### src/rtl/hash_result_serializer_pkg.sv
// rtl/hash_result_serializer_pkg.sv - shared widths and state encoding for the hash result serializer
package hash_result_serializer_pkg;

   localparam int HASH_ISSUE_WIDTH     = 16;
   localparam int ADDR_WIDTH           = 32;
   localparam int META_MATCH_LEN_WIDTH = 5;
   localparam int STAT_WIDTH           = 32;

   typedef enum logic [1:0] {
      ST_IDLE  = 2'd0,
      ST_ISSUE = 2'd1,
      ST_EOS   = 2'd2
   } state_t;

   // Index width for a slot selector; at least one bit so single-slot builds still elaborate.
   function automatic int idx_width(input int n);
      return (n > 1) ? $clog2(n) : 1;
   endfunction

endpackage

### src/rtl/hash_result_serializer_lowest_bit_select.sv
// rtl/hash_result_serializer_lowest_bit_select.sv - lowest-set-bit priority encoder with one-hot mask and single-bit flag
module lowest_bit_select
   import hash_result_serializer_pkg::*;
#(
   parameter int N  = 16,
   parameter int IW = idx_width(N)
) (
   input  logic [N-1:0]  req,
   output logic [IW-1:0] idx,
   output logic [N-1:0]  onehot,
   output logic          single
);

   // Scan from the top so the lowest set bit is the last one to write idx.
   always_comb begin
      idx = '0;
      for (int i = N - 1; i >= 0; i--) begin
         if (req[i]) idx = IW'(i);
      end
   end

   assign onehot = req & (~req + N'(1));
   assign single = (req != '0) && ((req & (req - N'(1))) == '0);

endmodule

### src/rtl/hash_result_serializer.sv
// rtl/hash_result_serializer.sv - serializes filtered hash candidate beats into scalar match requests (optional stats: HASH_RESULT_SERIALIZER_STATS_EN)
module hash_result_serializer
   import hash_result_serializer_pkg::*;
#(
   parameter int HASH_ISSUE_WIDTH     = hash_result_serializer_pkg::HASH_ISSUE_WIDTH,
   parameter int ADDR_WIDTH           = hash_result_serializer_pkg::ADDR_WIDTH,
   parameter int META_MATCH_LEN_WIDTH = hash_result_serializer_pkg::META_MATCH_LEN_WIDTH
) (
   input  logic                                           clk,
   input  logic                                           rst_n,
   input  logic [META_MATCH_LEN_WIDTH-1:0]                cfg_min_match_len,
   input  logic                                           i_valid,
   output logic                                           i_ready,
   input  logic [ADDR_WIDTH-1:0]                          i_head_addr,
   input  logic [HASH_ISSUE_WIDTH-1:0]                    i_history_valid,
   input  logic [HASH_ISSUE_WIDTH*ADDR_WIDTH-1:0]         i_history_addr,
   input  logic [HASH_ISSUE_WIDTH*META_MATCH_LEN_WIDTH-1:0] i_meta_match_len,
   input  logic [HASH_ISSUE_WIDTH-1:0]                    i_meta_match_can_ext,
   input  logic                                           i_delim,
   output logic                                           o_valid,
   input  logic                                           o_ready,
   output logic                                           o_eos,
   output logic [ADDR_WIDTH-1:0]                          o_pos,
   output logic [ADDR_WIDTH-1:0]                          o_history_addr,
   output logic [ADDR_WIDTH-1:0]                          o_offset,
   output logic [META_MATCH_LEN_WIDTH-1:0]                o_meta_match_len,
   output logic                                           o_meta_match_can_ext
`ifdef HASH_RESULT_SERIALIZER_STATS_EN
   ,output logic [STAT_WIDTH-1:0]                         stat_beats
   ,output logic [STAT_WIDTH-1:0]                         stat_reqs
   ,output logic [STAT_WIDTH-1:0]                         stat_filtered
`endif
);

   localparam int W  = HASH_ISSUE_WIDTH;
   localparam int A  = ADDR_WIDTH;
   localparam int L  = META_MATCH_LEN_WIDTH;
   localparam int IW = idx_width(W);

   state_t          state_q, state_d;
   logic [W-1:0]    pend_q, pend_d, pass_vec, cap_pend;
   logic [A-1:0]    head_q;
   logic [W*A-1:0]  hist_q;
   logic [W*L-1:0]  len_q;
   logic [W-1:0]    ext_q;
   logic            delim_q;
   logic [IW-1:0]   sel_idx;
   logic [W-1:0]    sel_mask;
   logic            sel_single;
   logic            capture;

   lowest_bit_select #(.N(W), .IW(IW)) u_sel (
      .req    (pend_q),
      .idx    (sel_idx),
      .onehot (sel_mask),
      .single (sel_single)
   );

   // Per-slot length filter against the threshold seen at capture time.
   always_comb begin
      pass_vec = '0;
      for (int k = 0; k < W; k++) begin
         pass_vec[k] = i_meta_match_len[k*L +: L] >= cfg_min_match_len;
      end
   end

   assign cap_pend = i_history_valid & pass_vec;

   // Accept a beat when idle, or when this cycle's output handshake retires the beat's final record.
   assign i_ready = rst_n && ((state_q == ST_IDLE) ||
                              (state_q == ST_ISSUE && o_ready && sel_single && !delim_q) ||
                              (state_q == ST_EOS && o_ready));
   assign capture = i_valid && i_ready;

   // Output record: lowest pending slot in ISSUE, zero payload marker in EOS.
   always_comb begin
      o_valid              = 1'b0;
      o_eos                = 1'b0;
      o_pos                = '0;
      o_history_addr       = '0;
      o_offset             = '0;
      o_meta_match_len     = '0;
      o_meta_match_can_ext = 1'b0;
      case (state_q)
         ST_ISSUE: begin
            o_valid              = 1'b1;
            o_pos                = head_q + A'(sel_idx);
            o_history_addr       = hist_q[sel_idx*A +: A];
            o_offset             = head_q + A'(sel_idx) - hist_q[sel_idx*A +: A];
            o_meta_match_len     = len_q[sel_idx*L +: L];
            o_meta_match_can_ext = ext_q[sel_idx];
         end
         ST_EOS: begin
            o_valid = 1'b1;
            o_eos   = 1'b1;
         end
         default: ;
      endcase
   end

   // Next state and pending mask; a capture in the same cycle overrides the retiring beat.
   always_comb begin
      state_d = state_q;
      pend_d  = pend_q;
      case (state_q)
         ST_ISSUE: begin
            if (o_ready) begin
               pend_d = pend_q & ~sel_mask;
               if (sel_single) state_d = delim_q ? ST_EOS : ST_IDLE;
            end
         end
         ST_EOS: begin
            if (o_ready) state_d = ST_IDLE;
         end
         default: ;
      endcase
      if (capture) begin
         pend_d = cap_pend;
         if (cap_pend != '0) state_d = ST_ISSUE;
         else if (i_delim)   state_d = ST_EOS;
         else                state_d = ST_IDLE;
      end
   end

   // State, pending mask and captured beat registers.
   always_ff @(posedge clk) begin
      if (!rst_n) begin
         state_q <= ST_IDLE;
         pend_q  <= '0;
         head_q  <= '0;
         hist_q  <= '0;
         len_q   <= '0;
         ext_q   <= '0;
         delim_q <= 1'b0;
      end else begin
         state_q <= state_d;
         pend_q  <= pend_d;
         if (capture) begin
            head_q  <= i_head_addr;
            hist_q  <= i_history_addr;
            len_q   <= i_meta_match_len;
            ext_q   <= i_meta_match_can_ext;
            delim_q <= i_delim;
         end
      end
   end

`ifdef HASH_RESULT_SERIALIZER_STATS_EN
   logic [IW:0]           filt_cnt;
   logic [STAT_WIDTH:0]   filt_sum;

   // Count candidates present but rejected by the length filter.
   always_comb begin
      filt_cnt = '0;
      for (int k = 0; k < W; k++) begin
         filt_cnt = filt_cnt + (IW+1)'(i_history_valid[k] & ~pass_vec[k]);
      end
      filt_sum = {1'b0, stat_filtered} + (STAT_WIDTH+1)'(filt_cnt);
   end

   // Saturating event counters.
   always_ff @(posedge clk) begin
      if (!rst_n) begin
         stat_beats    <= '0;
         stat_reqs     <= '0;
         stat_filtered <= '0;
      end else begin
         if (capture && stat_beats != '1) stat_beats <= stat_beats + 1'b1;
         if (o_valid && o_ready && !o_eos && stat_reqs != '1) stat_reqs <= stat_reqs + 1'b1;
         if (capture) stat_filtered <= filt_sum[STAT_WIDTH] ? '1 : filt_sum[STAT_WIDTH-1:0];
      end
   end
`endif

endmodule

### config.mk
export PLATFORM = sky130hd
export DESIGN_NAME = hash_result_serializer
export DESIGN_NICKNAME = d
export VERILOG_FILES = /design/src/rtl/hash_result_serializer_pkg.sv /design/src/rtl/hash_result_serializer_lowest_bit_select.sv /design/src/rtl/hash_result_serializer.sv
export SDC_FILE = /design/constraint.sdc
export NUM_CORES = 2
export LEC_CHECK = 0
export CAP_MARGIN = 40
export CORE_UTILIZATION = 30
export CTS_BUF_LIST = sky130_fd_sc_hd__clkbuf_4
export CTS_CLUSTER_DIAMETER = 60
export DETAILED_ROUTE_END_ITERATION = 10
export GPL_TIMING_DRIVEN = 0
export PLACE_DENSITY_LB_ADDON = 0.15
export SLEW_MARGIN = 20
export SYNTH_ARGS = -nofsm -noshare
export SYNTH_HDL_FRONTEND = slang
export SYNTH_SLANG_ARGS = --single-unit
export TNS_END_PERCENT = 30
### constraint.sdc
create_clock -name clk -period 6.2 [get_ports clk]
set_clock_uncertainty 0.1 [all_clocks]
set_input_delay 0.62 -clock clk [delete_from_list [all_inputs] [get_ports clk]]
set_output_delay 0.62 -clock clk [all_outputs]
set_load 0.01 [all_outputs]
==> summary.md <==
| Metric | Value |
|---|---|
| # H-tree levels | `4` |
| Setup WS post-layout | `-1.377 ns` |
| Synth Area in Compound Gates | `0.09511` |
| Most common flop cell mapped by yosys | `dfxtp_1` |
| Die width | `between 300 and 400 µm` |
| Share of cells above drive strength 1 | `0.1386` |
| Cell count after synthesis | `about 4,700` |
| Nets | `between 7,000 and 8,000` |
| Slew margin rel. | `0.3642` |
| Tcrit/Tclk final | `1.222` |
| Placer Congestion | `around 0.95` |
| Tot Pwr | `about 15 mW` |
| Mux share of post-synthesis cell area | `0.0009409` |
| Total of max-cap violations | `0` |
| Fmax | `0.1320 GHz` |
| CP max FO | `9` |
| Port bufs | `between 700 and 800` |
| Worst setup SP type | `register` |
| I/O Pins | `roughly 770` |
| Status | `complete, but fails checks` |
| Avg WL per Cell | `between 20 and 25 µm` |
| Worst setup EP type | `output pin` |
| Residual DRC count | `0` |
| RSZ-0062 raised after global routing | `true` |
| Clock root buffer | `clkbuf_4` |
| Leak | `approximately 24 nW` |
| Fillers | `around 11,000` |
| Least-Margin Pin Slew | `between 0.9 and 1 ns` |
| Clock transition at the registers of the reported paths | `roughly 0.060 ns` |
| Post-route ant nets | `0` |
| Core ar. | `roughly 110,000 µm²` |
| Sequential fraction of the synthesis area | `0.3968` |
| Synth Area in XOR/XNOR | `0.01291` |
| Number of synthesized flops with an enable pin | `0` |
| Worst EP required | `roughly 5.5 ns` |
| Syn avg cell area | `about 7 µm²` |
| Vias per cell | `approximately 5.1` |
| Post-synthesis adder-cell area fraction | `0.04595` |
| Final Max Slew Viols | `0` |
| Pre-CTS setup slack | `-3.576 ns` |
| Global-route wire length before repair | `around 270,000 µm` |
| Die area | `between 100,000 and 150,000 µm²` |
| Hold crit path type | `primary input to register` |
| Asr flop ratio synth | `0` |
| Die span in y | `~330 µm` |
| Clk_lat worst skew | `between 1 and 1.5 ns` |
| Post-synth net total | `5,517` |
| CTS buffer count | `around 180` |
| Vias in the first global route | `40,016` |
| WS Path Type | `register to output pin` |
| YS warnings | `0` |
| Layout area overhead | `62.92%` |
| Final setup viols | `25` |
| Crit path max-delay family | `compound AO/OA/AOI/OAI gates` |
| DRT Wirelength | `between 150,000 and 200,000 µm` |
| Critical path buffers and inverters | `6` |
| Detail Placement HPWL | `roughly 150,000 µm` |
| Final hold violation count | `0` |
| DRT Pass-1 Iters | `6` |
| CP max stage delay | `between 0.5 and 0.6 ns` |
| Fin crit period | `around 7.6 ns` |
| Failing checks | `setup timing` |
| Yosys reg bits | `659` |
| Post-Route Utilization | `0.4955` |
| Starting DRC count in detailed routing | `between 3,000 and 4,000` |
| Synth unique cells | `70` |
| Arrival time at the worst endpoint | `roughly 6.9 ns` |
| Routed via count | `a little over 40,000` |
| CTS tree | `built` |
| Simple-gate share of the synthesized area | `0.3924` |
| Gr usage total | `0.3334` |
| Clock Sink Count | `about 660` |
| Pin count of the biggest net entering global routing | `17` |
| Total grt overflow | `0` |
| Initial Util | `0.3041` |
| Clock Tree Buf Depth | `3` |
| Site Rows | `around 120` |
| Netlist Area Pre-Place | `about 33,000 µm²` |
| VDD IR-drop max | `approximately 0.00017 V` |
| P per Cell Area | `279.9 nW/µm²` |
| Initial antenna violation count | `9` |
| Largest family of logic cells by synthesized area | `simple AND/OR/NAND/NOR gates` |
| Critical-path top delay cell | `or4_4` |
[sequential cells by signal, summed over array words and instances, names as in the netlist]
| signal | flops |
|---|---|
| hist_q | 512 |
| len_q | 80 |
| head_q | 32 |
| ext_q | 16 |
| pend_q | 16 |
| state_q | 2 |
| delim_q | 1 |
[cells in the final DEF (no fill, tap or decap), types with 42 or more instances in the layout]
cell                n
dfxtp_1           646
dlygate4sd3_1     543
buf_2              97
nand3_1           661
a21o_1             48
buf_6              42
ha_1              108
o21ai_0            70
and3_1            159
nand2_1          1870
clkbuf_4          292
a31oi_1            59
clkbuf_1           92
clkdlybuf4s50_1   736
buf_4             150
and2_1             48
nor2_1            138
a311oi_1           52
buf_1              68
[path summary, 6_finish.rpt]
kind                            slack [ns]      endpoint                 from  depth (start not counted)
worst min register to register        0.35   hist_q[231]          hist_q[231]                          2
worst min-delay path                  0.07   hist_q[452]  i_history_addr[452]                          3
worst max-delay path                 -1.38  o_offset[31]           pend_q[11]                         27
worst max register to register        1.84   hist_q[255]            pend_q[2]                         12
[worst min-delay path: stages]
cell and delay (ns):
clkdlybuf4s50_1 0.45, nand2_1 0.08, nand2_1 0.04
[metrics by stage]
step / TNS (ns) / hold slack (ns) / std cells / area [µm²]
after global placement: -147.65 / 0.3422 / 6975 / 42800
after floorplan: -0.03298 / 0.3296 / 4731 / 33270
final: -20.89 / 0.07358 / 8009 / 54160
after detailed placement: -92.23 / 0.3452 / 7015 / 43270
after CTS: -26.01 / 0.00009526 / 7961 / 53370
after global routing: -26.95 / 0.01442 / 8005 / 54150
[synthesized netlist by cell type (3+ instances only)]
library cell / number / area share
nand2_1: 1873 / 0.21
nand3_1: 664 / 0.10
dfxtp_1: 659 / 0.40
clkbuf_1: 182 / 0.021
and3_1: 159 / 0.030
nor2_1: 156 / 0.018
ha_1: 118 / 0.044
o21ai_0: 94 / 0.014
buf_1: 81 / 0.0091
a31oi_1: 79 / 0.015
a311oi_1: 76 / 0.020
buf_2: 55 / 0.0083
a21oi_1: 51 / 0.0077
and2_1: 51 / 0.0096
a21o_1: 49 / 0.011
inv_1: 42 / 0.0047
buf_4: 38 / 0.0086
nand2b_1: 31 / 0.0058
o31ai_1: 30 / 0.0068
nor2b_1: 29 / 0.0055
xor2_1: 26 / 0.0068
a211oi_1: 25 / 0.0056
xnor2_1: 23 / 0.0061
nor3_1: 22 / 0.0033
nand4_1: 14 / 0.0026
buf_6: 13 / 0.0044
o211ai_1: 11 / 0.0025
o21a_1: 9 / 0.0020
or3_1: 5 / 0.00094
and4_1: 4 / 0.0011
o311ai_0: 4 / 0.0011
a211o_1: 3 / 0.00079
nor3b_1: 3 / 0.00068
nor4_1: 3 / 0.00056
o2111ai_1: 3 / 0.00079
o21bai_1: 3 / 0.00068
or2_2: 3 / 0.00056
[kinds of logic (layout without fill, tap and decap cells)]
group	count (synthesis)	count (layout)
and+or+nand+nor	3026	3026
DFF	659	659
AOI/OAI and AO/OA	461	461
buffers and inverters	412	2204
xor gates and xnor gates	49	49
muxes	3	3
adders and majority gates	121	121
other	0	10
[per-layer routing]
metal / global-route usage / vias to the layer above / part of all wire
li1: - / 19233 / -
met1: 0.4110 / 19657 / 0.41
met2: 0.5613 / 1842 / 0.47
met3: 0.06367 / 350 / 0.071
met4: 0.1473 / 2 / 0.046
met5: 0 / - / 0.000067
[power breakdown]
part / switching, mW / internal [mW] / leakage, nW
clock network: 2.05 / 2.11 / 1.41
logic: 3.62 / 2.53 / 17.3
registers: 0.245 / 4.60 / 5.44
[layout make-up]
cell class                 instances  area (µm²)  area share
clock buffer                     273        2049     0.03784
clock inverter                    57       331.6    0.006122
multi-input combinational       3660       19700      0.3638
antenna                           10       25.02   0.0004620
tap                             1476        1847     0.03410
buffer                           358        2320     0.04283
inverter                          43       171.4    0.003165
sequential                       659       13220      0.2442
timing repair buffer            1473       14490      0.2675
[what timing repair did]
action	CTS	global route
cloned	1	0
buffers inserted	84	32
resized for setup	502	127
hold endpoints to repair	547	0
pin swaps	70	68
endpoints found under the setup margin	100	44
hold buffers	543	0
Power figures use the tool's default switching activity.
